[src/rtl/stone_ram_arbiter_pkg.sv]
// stone_ram_arbiter_pkg: arbiter state/owner encodings and default widths,
// shared with the rope and draw controllers.
package stone_ram_arbiter_pkg;
  typedef enum logic {ARB_IDLE, ARB_LOCKED} arb_state_t;
  typedef enum logic {OWN_R0, OWN_R1} arb_owner_t;
  localparam int ARB_ADDR_W = 4;
  localparam int ARB_DATA_W = 32;
  localparam int ARB_LOCK_TIMEOUT = 16;
  function automatic arb_owner_t to_owner(input logic rope);
    return rope ? OWN_R1 : OWN_R0;
  endfunction
endpackage

[src/rtl/arb_lock_timer.sv]
// arb_lock_timer: counts cycles spent locked and flags the forced-release cycle.
module arb_lock_timer #(
  parameter int LOCK_TIMEOUT = 16
) (
  input  logic clock,
  input  logic resetn,
  input  logic clear,
  input  logic run,
  output logic expired
);
  localparam int CW = $clog2(LOCK_TIMEOUT) + 1;
  logic [CW-1:0] count;
  always_ff @(posedge clock)
    count <= (!resetn || clear) ? '0 : run ? count + 1'b1 : count;
  assign expired = count == CW'(LOCK_TIMEOUT - 1);
endmodule

[src/rtl/stone_ram_arbiter.sv]
// stone_ram_arbiter: single-port stone RAM shared by the draw engine and lockable rope ports.
// Define STONE_ARB_PLAYER2_EN to add rope 1 (r1_*) with round-robin between ropes.
module stone_ram_arbiter
  import stone_ram_arbiter_pkg::*;
#(
  parameter int ADDR_W = ARB_ADDR_W,
  parameter int DATA_W = ARB_DATA_W,
  parameter int LOCK_TIMEOUT = ARB_LOCK_TIMEOUT
) (
  input  logic              clock,
  input  logic              resetn,
  input  logic              draw_req,
  input  logic [ADDR_W-1:0] draw_addr,
  output logic              draw_gnt,
  output logic              draw_rvalid,
  input  logic              r0_req,
  input  logic              r0_we,
  input  logic              r0_lock,
  input  logic [ADDR_W-1:0] r0_addr,
  input  logic [DATA_W-1:0] r0_wdata,
  output logic              r0_gnt,
  output logic              r0_rvalid,
`ifdef STONE_ARB_PLAYER2_EN
  input  logic              r1_req,
  input  logic              r1_we,
  input  logic              r1_lock,
  input  logic [ADDR_W-1:0] r1_addr,
  input  logic [DATA_W-1:0] r1_wdata,
  output logic              r1_gnt,
  output logic              r1_rvalid,
`endif
  output logic [ADDR_W-1:0] ram_addr,
  output logic [DATA_W-1:0] ram_wdata,
  output logic              ram_wren,
  input  logic [DATA_W-1:0] ram_q,
  output logic [DATA_W-1:0] rdata,
  output logic              lock_err
);
  arb_state_t state;
  arb_owner_t owner;
  logic [1:0] req, we, lock, ign, eff, gnt, rv;
  logic [ADDR_W-1:0] r1a, last_addr;
  logic [DATA_W-1:0] r1d;
  logic ptr, own, locked, sel, rope_go, expired, forced, draw_rv;
`ifdef STONE_ARB_PLAYER2_EN
  assign req = {r1_req, r0_req};
  assign we = {r1_we, r0_we};
  assign lock = {r1_lock, r0_lock};
  assign r1a = r1_addr;
  assign r1d = r1_wdata;
  assign r1_gnt = gnt[1];
  assign r1_rvalid = rv[1] & resetn;
  // ptr names the rope preferred on a tie; the just-granted rope yields next time
  always_ff @(posedge clock)
    ptr <= !resetn ? 1'b0 : rope_go ? ~sel : ptr;
`else
  logic unused_r1;
  assign req = {1'b0, r0_req};
  assign we = {1'b0, r0_we};
  assign lock = {1'b0, r0_lock};
  assign r1a = '0;
  assign r1d = '0;
  assign ptr = 1'b0;
  assign unused_r1 = rv[1];
`endif
  assign locked = state == ARB_LOCKED;
  assign own = owner == OWN_R1;
  // a rope timed out of its lock is deaf until it lets go of rN_lock
  assign eff = req & ~(ign & lock);
  assign sel = locked ? own : (&eff ? ptr : eff[1]);
  assign rope_go = resetn & (locked ? eff[own] : ~draw_req & |eff);
  assign draw_gnt = resetn & ~locked & draw_req;
  assign gnt = rope_go ? (sel ? 2'b10 : 2'b01) : 2'b00;
  assign r0_gnt = gnt[0];
  assign forced = locked & expired & lock[own];
  assign lock_err = resetn & forced;
  assign ram_addr = !resetn ? '0 : draw_gnt ? draw_addr : !rope_go ? last_addr : sel ? r1a : r0_addr;
  assign ram_wdata = sel ? r1d : r0_wdata;
  assign ram_wren = rope_go & we[sel];
  assign rdata = ram_q;
  assign draw_rvalid = draw_rv & resetn;
  assign r0_rvalid = rv[0] & resetn;
  always_ff @(posedge clock)
    if (!resetn) begin
      state <= ARB_IDLE;
      owner <= OWN_R0;
      ign <= '0;
      rv <= '0;
      draw_rv <= 1'b0;
      last_addr <= '0;
    end else begin
      draw_rv <= draw_gnt;
      rv <= gnt & ~we;
      ign <= (ign & lock) | (forced ? (own ? 2'b10 : 2'b01) : 2'b00);
      if (draw_gnt | rope_go) last_addr <= ram_addr;
      if (!locked && rope_go && lock[sel]) begin
        state <= ARB_LOCKED;
        owner <= to_owner(sel);
      end else if (locked && (!lock[own] || expired)) state <= ARB_IDLE;
    end
  arb_lock_timer #(.LOCK_TIMEOUT(LOCK_TIMEOUT)) u_timer (
    .clock(clock),
    .resetn(resetn),
    .clear(~locked & rope_go & lock[sel]),
    .run(locked),
    .expired(expired)
  );
endmodule

[config.mk]
export PLATFORM = sky130hd
export DESIGN_NAME = stone_ram_arbiter
export DESIGN_NICKNAME = d
export VERILOG_FILES = /design/src/rtl/stone_ram_arbiter_pkg.sv /design/src/rtl/arb_lock_timer.sv /design/src/rtl/stone_ram_arbiter.sv
export SDC_FILE = /design/constraint.sdc
export NUM_CORES = 1
export LEC_CHECK = 0
export BUFFER_PORTS_ARGS = -buffer_cell sky130_fd_sc_hd__buf_2
export CORE_MARGIN = 2
export CORE_UTILIZATION = 28
export DETAILED_ROUTE_END_ITERATION = 8
export GPL_ROUTABILITY_DRIVEN = 0
export PLACE_DENSITY_LB_ADDON = 0.2
export SKIP_CTS_REPAIR_TIMING = 1
export SLEW_MARGIN = 0
export SYNTH_ARGS = -nofsm -noshare
export SYNTH_HDL_FRONTEND = slang
export SYNTH_SLANG_ARGS = --single-unit
[constraint.sdc]
create_clock -name clock -period 1.35 [get_ports clock]
set_input_delay 0.27 -clock clock [delete_from_list [all_inputs] [get_ports clock]]
set_output_delay 0.27 -clock clock [all_outputs]
set_load 0.02 [all_outputs]
==> impl_metrics.csv, run 1 <==
group,metric,value,unit
route,routed_wl,3.32,mm
timing,fin_ws,-0.369,ns
power_and_ir_drop,power_density,666,nW/um^2
final_layout,multi_input_area,674,um^2
setup_path,reg2reg_slack,0.06,ns
setup_path,crit_arrival,1.45,ns
route,first_pass_iters,4,
yosys,syn-cell-area,1150,um^2
timing,hold_violations,0,
timing,slew_headroom,0.810,
yosys,synthCells,149,
route,drc,0,
clock_network,cts-htree-levels,1,
final_layout,fin_cells,269,
run,maxCapViolations,0,
timing,tightest_slew,0.285,ns
yosys,yosysSeqAreaShare,0.243,
timing,holdWs,0.225,ns
timing,period_share,1.27,
route,drtIter0Drc,23,
placement,dpl.hpwl,2.67,mm
global_routing,grt_pass1_wl,4.24,mm
global_routing,grt_remaining_overflow,0,
power_and_ir_drop,p_sw,337,uW
yosys,syn_area_per_cell,7.74,um^2
final_layout,diodes,0,
floorplanning,boundaryPins,152,
final_layout,final_cell_mix,"buf_2 (80), and2_1 (34), buf_4 (23)",
route,vias_per_cell,4.33,
clock_network,clk_pin_slew_worst_paths,0.05,ns
floorplanning,dieHeight,68.2,um
yosys,ys_seq_elements,14,
setup_path,critPathLaunchType,"flop",
power_and_ir_drop,switching_share,0.296,
outcome,violations,"negative setup slack",
placement,portBuffers,87,
timing,fmax,0.582,GHz
floorplanning,core,3970,um^2
floorplanning,num_rows,23,
global_routing,grt_antenna_before_repair,0,
setup_path,reg2reg_to,"locked$_SDFFE_PN0P_",
yosys,synth_ff_type,"dfxtp_1",
worst_hold_path,hp-class,"in2reg",
setup_path,cp-end-kind,"output pin",
floorplanning,initial_utilization,0.290,
setup_path,r2r_cells,6,
power_and_ir_drop,seqPwrFrac,0.385,
setup_path,worst-path-max-fanout,8,
timing,final_max_slew_viol_count,0,
global_routing,track_usage,0.121,
worst_hold_path,min_from,"r0_we",
floorplanning,die_area,4650,um^2
placement,dp_cells,265,
final_layout,final_layout_size_suffix_gt1_frac,0.589,
floorplanning,die_w,68.2,um
setup_path,critPathKind,"reg2out",
clock_network,cts-buffers-inserted,3,
timing,finalSetupViolCount,39,
final_layout,final_common_cell,"buf_2",
route,wl_per_cell,12.3,um
power_and_ir_drop,p_clk_frac,0.286,
yosys,async_flop_share,0,
final_layout,area_growth,48.2,%
clock_network,clock-sinks,14,
clock_network,clk_latency,0.24,ns
route,vias,1166,
yosys,syn_nets,229,
setup_path,rr_startpoint,"u_timer.count[1]$_SDFFE_PP0P_",
power_and_ir_drop,p_int,801,uW
yosys,yosysWarnings,0,
clock_network,cts_buffer_depth,2,
outcome,outcome,"complete, but fails checks",
timing,skew,0.00514,ns
route,ant_nets,0,
final_layout,nets,301,
power_and_ir_drop,ir_worst_vdd,0.336,mV
clock_network,cts_tree,"yes",
final_layout,fillers,407,
clock_network,ctsRootBufferMaster,"clkbuf_8",
worst_hold_path,worstHoldPathCells,2,
power_and_ir_drop,p_leak,0.000810,uW
timing,rsz0062_at_grt,"yes",
timing,fin_crit,1.72,ns
yosys,synth_enable_flop_cells,0,
yosys,yosysUniqueCellTypes,30,
worst_hold_path,hold-path-endpoint,"rv[0]$_SDFF_PN0_",
global_routing,first_global_vias,982,
final_layout,seqCellArea,285,um^2
setup_path,required,1.08,ns
global_routing,grt_max_degree,33,
power_and_ir_drop,power_frac_comb,0.329,
registers in the layout, summed over array words and instances (netlist names):
| name | cells |
|---|---|
| own | 1 |
| ign | 1 |
| last_addr | 4 |
| rv | 1 |
| u_timer.count | 5 |
| draw_rv | 1 |
| locked | 1 |
worst max-delay path: stages (launching register included):
cell and delay (ns):
dfxtp_2 0.31, a22o_1 0.27, or2_4 0.29, o211ai_1 0.17
buf_4 0.17
final cells by class:
cell class / instances / share of cell area
multi-input combinational: 90 / 0.395
clock buffer: 3 / 0.0242
tap: 50 / 0.0366
inverter: 5 / 0.0110
sequential: 14 / 0.167
timing repair buffer: 107 / 0.367
logic make-up after synthesis:
family,count (synthesis),synth area share
xor gates and xnor gates,3,0.0228
muxes,1,0.00868
buffers and inverters,45,0.258
DFF,14,0.243
and+or+nand+nor,67,0.328
adders and majority gates,2,0.0217
AOI/OAI and AO/OA,17,0.118
worst max path at each step:
stage                           from          end  slack [ns]  depth (start not counted)
floorplan           own$_SDFFE_PN0P_  ram_addr[1]       -0.24                          4
global placement             r0_lock  ram_addr[3]       -0.23                          5
detailed placement           r0_lock  ram_addr[3]       -0.23                          5
CTS                 own$_SDFFE_PN0P_  ram_addr[3]       -0.45                          4
global route        own$_SDFFE_PN0P_  ram_addr[1]       -0.41                          5
finish              own$_SDFFE_PN0P_  ram_addr[3]       -0.37                          4
synth_stat cells (2+ instances only):
cell type | instances | share of area
and2_1 | 34 | 0.18
buf_4 | 32 | 0.21
dfxtp_1 | 14 | 0.24
nand2_1 | 8 | 0.026
nor2_1 | 8 | 0.026
o211ai_1 | 7 | 0.046
clkbuf_1 | 6 | 0.020
inv_1 | 5 | 0.016
nand3_1 | 5 | 0.022
o2111ai_1 | 4 | 0.030
nand2b_1 | 3 | 0.016
and3b_1 | 2 | 0.015
ha_1 | 2 | 0.022
nor3_1 | 2 | 0.0087
xor2_1 | 2 | 0.015
power groups by stage:
stage | Combinational (uW) | Clock (uW) | Sequential, uW
after floorplan | 329 | 0 | 443
after global placement | 356 | 0 | 444
after detailed placement | 354 | 0 | 444
after CTS | 356 | 348 | 435
after global routing | 409 | 367 | 439
final | 374 | 326 | 438
metal layers:
layer / wire length [um] / up-vias / global-route usage
li1: - / 598 / -
met1: 1270 / 499 / 0.130
met2: 1740 / 51 / 0.211
met3: 224 / 18 / 0.0493
met4: 85 / 0 / 0.0450
met5: 0 / - / 0
through the flow:
stage	total power [uW]	utilization	setup TNS (ns)	worst slack, ns	instance area, um^2
finish	1140	0.430	-10.97	-0.369	1710
global route	1220	0.430	-13.91	-0.413	1710
CTS	1140	0.401	-12.76	-0.450	1590
detailed placement	798	0.390	-2.66	-0.231	1550
global placement	800	0.390	-2.71	-0.231	1550
floorplan	772	-	-1.14	-0.242	1180
Power figures use the tool's default switching activity.
==> run 2, diff against run 1 <==
--- a/config.mk
+++ b/config.mk
@@ -16,3 +16,4 @@
 export SYNTH_ARGS = -nofsm -noshare
 export SYNTH_HDL_FRONTEND = slang
 export SYNTH_SLANG_ARGS = --single-unit
+export TNS_END_PERCENT = 50
==> run 2 against run 1 <==
  * The flow still finishes with violations (negative setup slack)
  * Hold slack lost 0.027 ns
  * Via count grew 8.4%
  * Power grew 11%
  * Count of clock-buffer cells in the layout grew 1
==> impl_metrics.csv, run 2 (same netlist as run 1, synthesis figures left out) <==
group,metric,value,unit
outcome,outcome,"complete, but fails checks",
outcome,violations,"negative setup slack",
setup_path,max_stage_delay,0.33,ns
final_layout,diodes,0,
global_routing,grt_remaining_overflow,0,
clock_network,cts-buffers-inserted,3,
floorplanning,die_area,4650,um^2
power_and_ir_drop,total_power,1260,uW
timing,final_max_slew_viol_count,0,
power_and_ir_drop,ir_worst_vdd,0.475,mV
worst_hold_path,worstHoldPathCells,2,
global_routing,first_global_vias,1026,
setup_path,critPathTopFamily,"simple AND/OR/NAND/NOR gates",
run,maxCapViolations,0,
worst_hold_path,hold-path-endpoint,"rv[0]$_SDFF_PN0_",
clock_network,ctsRootBufferMaster,"clkbuf_8",
global_routing,grt_pass1_wl,4.29,mm
final_layout,final_common_cell,"buf_2",
floorplanning,die_w,68.2,um
floorplanning,core,3970,um^2
timing,fmax,0.567,GHz
setup_path,required,1.08,ns
timing,skew,0.00102,ns
route,first_pass_iters,4,
route,routed_wl,3.51,mm
setup_path,critPathSlowestCell,"dfxtp_2",
final_layout,nets,316,
setup_path,r2r_cells,6,
final_layout,final_layout_size_suffix_gt1_frac,0.638,
placement,dpl.hpwl,2.63,mm
final_layout,largest_reg_flops,5,
clock_network,cts_tree,"yes",
timing,period_share,1.31,
setup_path,reg2reg_to,"last_addr[3]$_SDFFE_PN0P_",
route,vias_per_cell,4.44,
power_and_ir_drop,power_density,658,nW/um^2
timing,holdWs,0.198,ns
global_routing,grt_antenna_before_repair,0,
floorplanning,num_rows,23,
setup_path,worst-path-max-fanout,6,
floorplanning,initial_utilization,0.290,
timing,rsz0062_at_grt,"yes",
timing,finalSetupViolCount,43,
clock_network,clk_pin_slew_worst_paths,0.06,ns
worst_hold_path,min_from,"r0_we",
power_and_ir_drop,p_leak,0.000913,uW
timing,tightest_slew,0.211,ns
placement,portBuffers,87,
final_layout,fin_cells,285,
timing,fin_ws,-0.415,ns
setup_path,reg2reg_slack,-0.12,ns
timing,fin_crit,1.77,ns
setup_path,crit_arrival,1.50,ns
final_layout,top_regs,"u_timer.count: 5 flops, last_addr: 4 flops",
setup_path,rr_startpoint,"locked$_SDFFE_PN0P_",
clock_network,cts-htree-levels,1,
route,wl_per_cell,12.3,um
timing,hold_violations,0,
clock_network,clock-sinks,14,
setup_path,worstPathCellList,"a22o_4 -> or2_4 -> nor3_2 -> buf_4",
floorplanning,boundaryPins,152,
timing,slew_headroom,0.859,
final_layout,final_cell_mix,"buf_2 (79), and2_1 (34), buf_4 (31)",
route,vias,1264,
clock_network,clk_latency,0.24,ns
final_layout,final_area,1910,um^2
floorplanning,dieHeight,68.2,um
final_layout,area_growth,65.8,%
route,drtIter0Drc,12,
placement,dp_cells,274,
setup_path,crit_buf_inv,1,
clock_network,cts_buffer_depth,2,
setup_path,critPathLaunchType,"flop",
placement,placed_area,1610,um^2
final_layout,regMostFlops,"u_timer.count",
global_routing,grt_max_degree,23,
route,drc,0,
final_layout,fillers,391,
setup_path,critPathKind,"reg2out",
global_routing,track_usage,0.121,
setup_path,cp-end-kind,"output pin",
worst_hold_path,hp-class,"in2reg",
route,ant_nets,0,
placement,place_ws,-0.294,ns
run 2: through the flow:
stage | TNS (ns) | utilization
2_1_floorplan | -1.25 | -
3_3_place_gp | -3.71 | 0.406
3_5_place_dp | -3.89 | 0.406
4_1_cts | -13.88 | 0.420
5_1_grt | -15.48 | 0.482
6_report | -12.28 | 0.482
run 2: metal layers:
layer  track usage  vias up  share of wire  routed length [um]
met5             0        -              0                   0
met4        0.0475        0          0.029                 102
met3        0.0461       24          0.074                 259
met2         0.215       53           0.56                1950
met1         0.129      558           0.34                1190
li1              -      629              -                   -
run 2: how the worst max path moves through the flow:
stage,startpoint,to,depth (start not counted)
after global placement,r0_lock,ram_addr[3],5
after detailed placement,r0_lock,ram_addr[3],5
after floorplan,own$_SDFFE_PN0P_,ram_addr[1],4
final,locked$_SDFFE_PN0P_,ram_wren,4
after global routing,locked$_SDFFE_PN0P_,ram_wren,4
after CTS,own$_SDFFE_PN0P_,ram_addr[1],4
run 2: report_power, final:
part	leakage, uW	switching [uW]	internal, uW
combinational	0.000768	210	202
clock	0.0000288	149	258
sequential	0.000116	8.38	430
total	0.000913	368	890
run 2: layout make-up:
type                       instances  area, um^2  area share
clock buffer                       4        55.1      0.0288
inverter                           5        18.8     0.00981
multi-input combinational         90         711       0.371
sequential                        14         285       0.149
tap                               50        62.6      0.0327
timing repair buffer             122         781       0.408
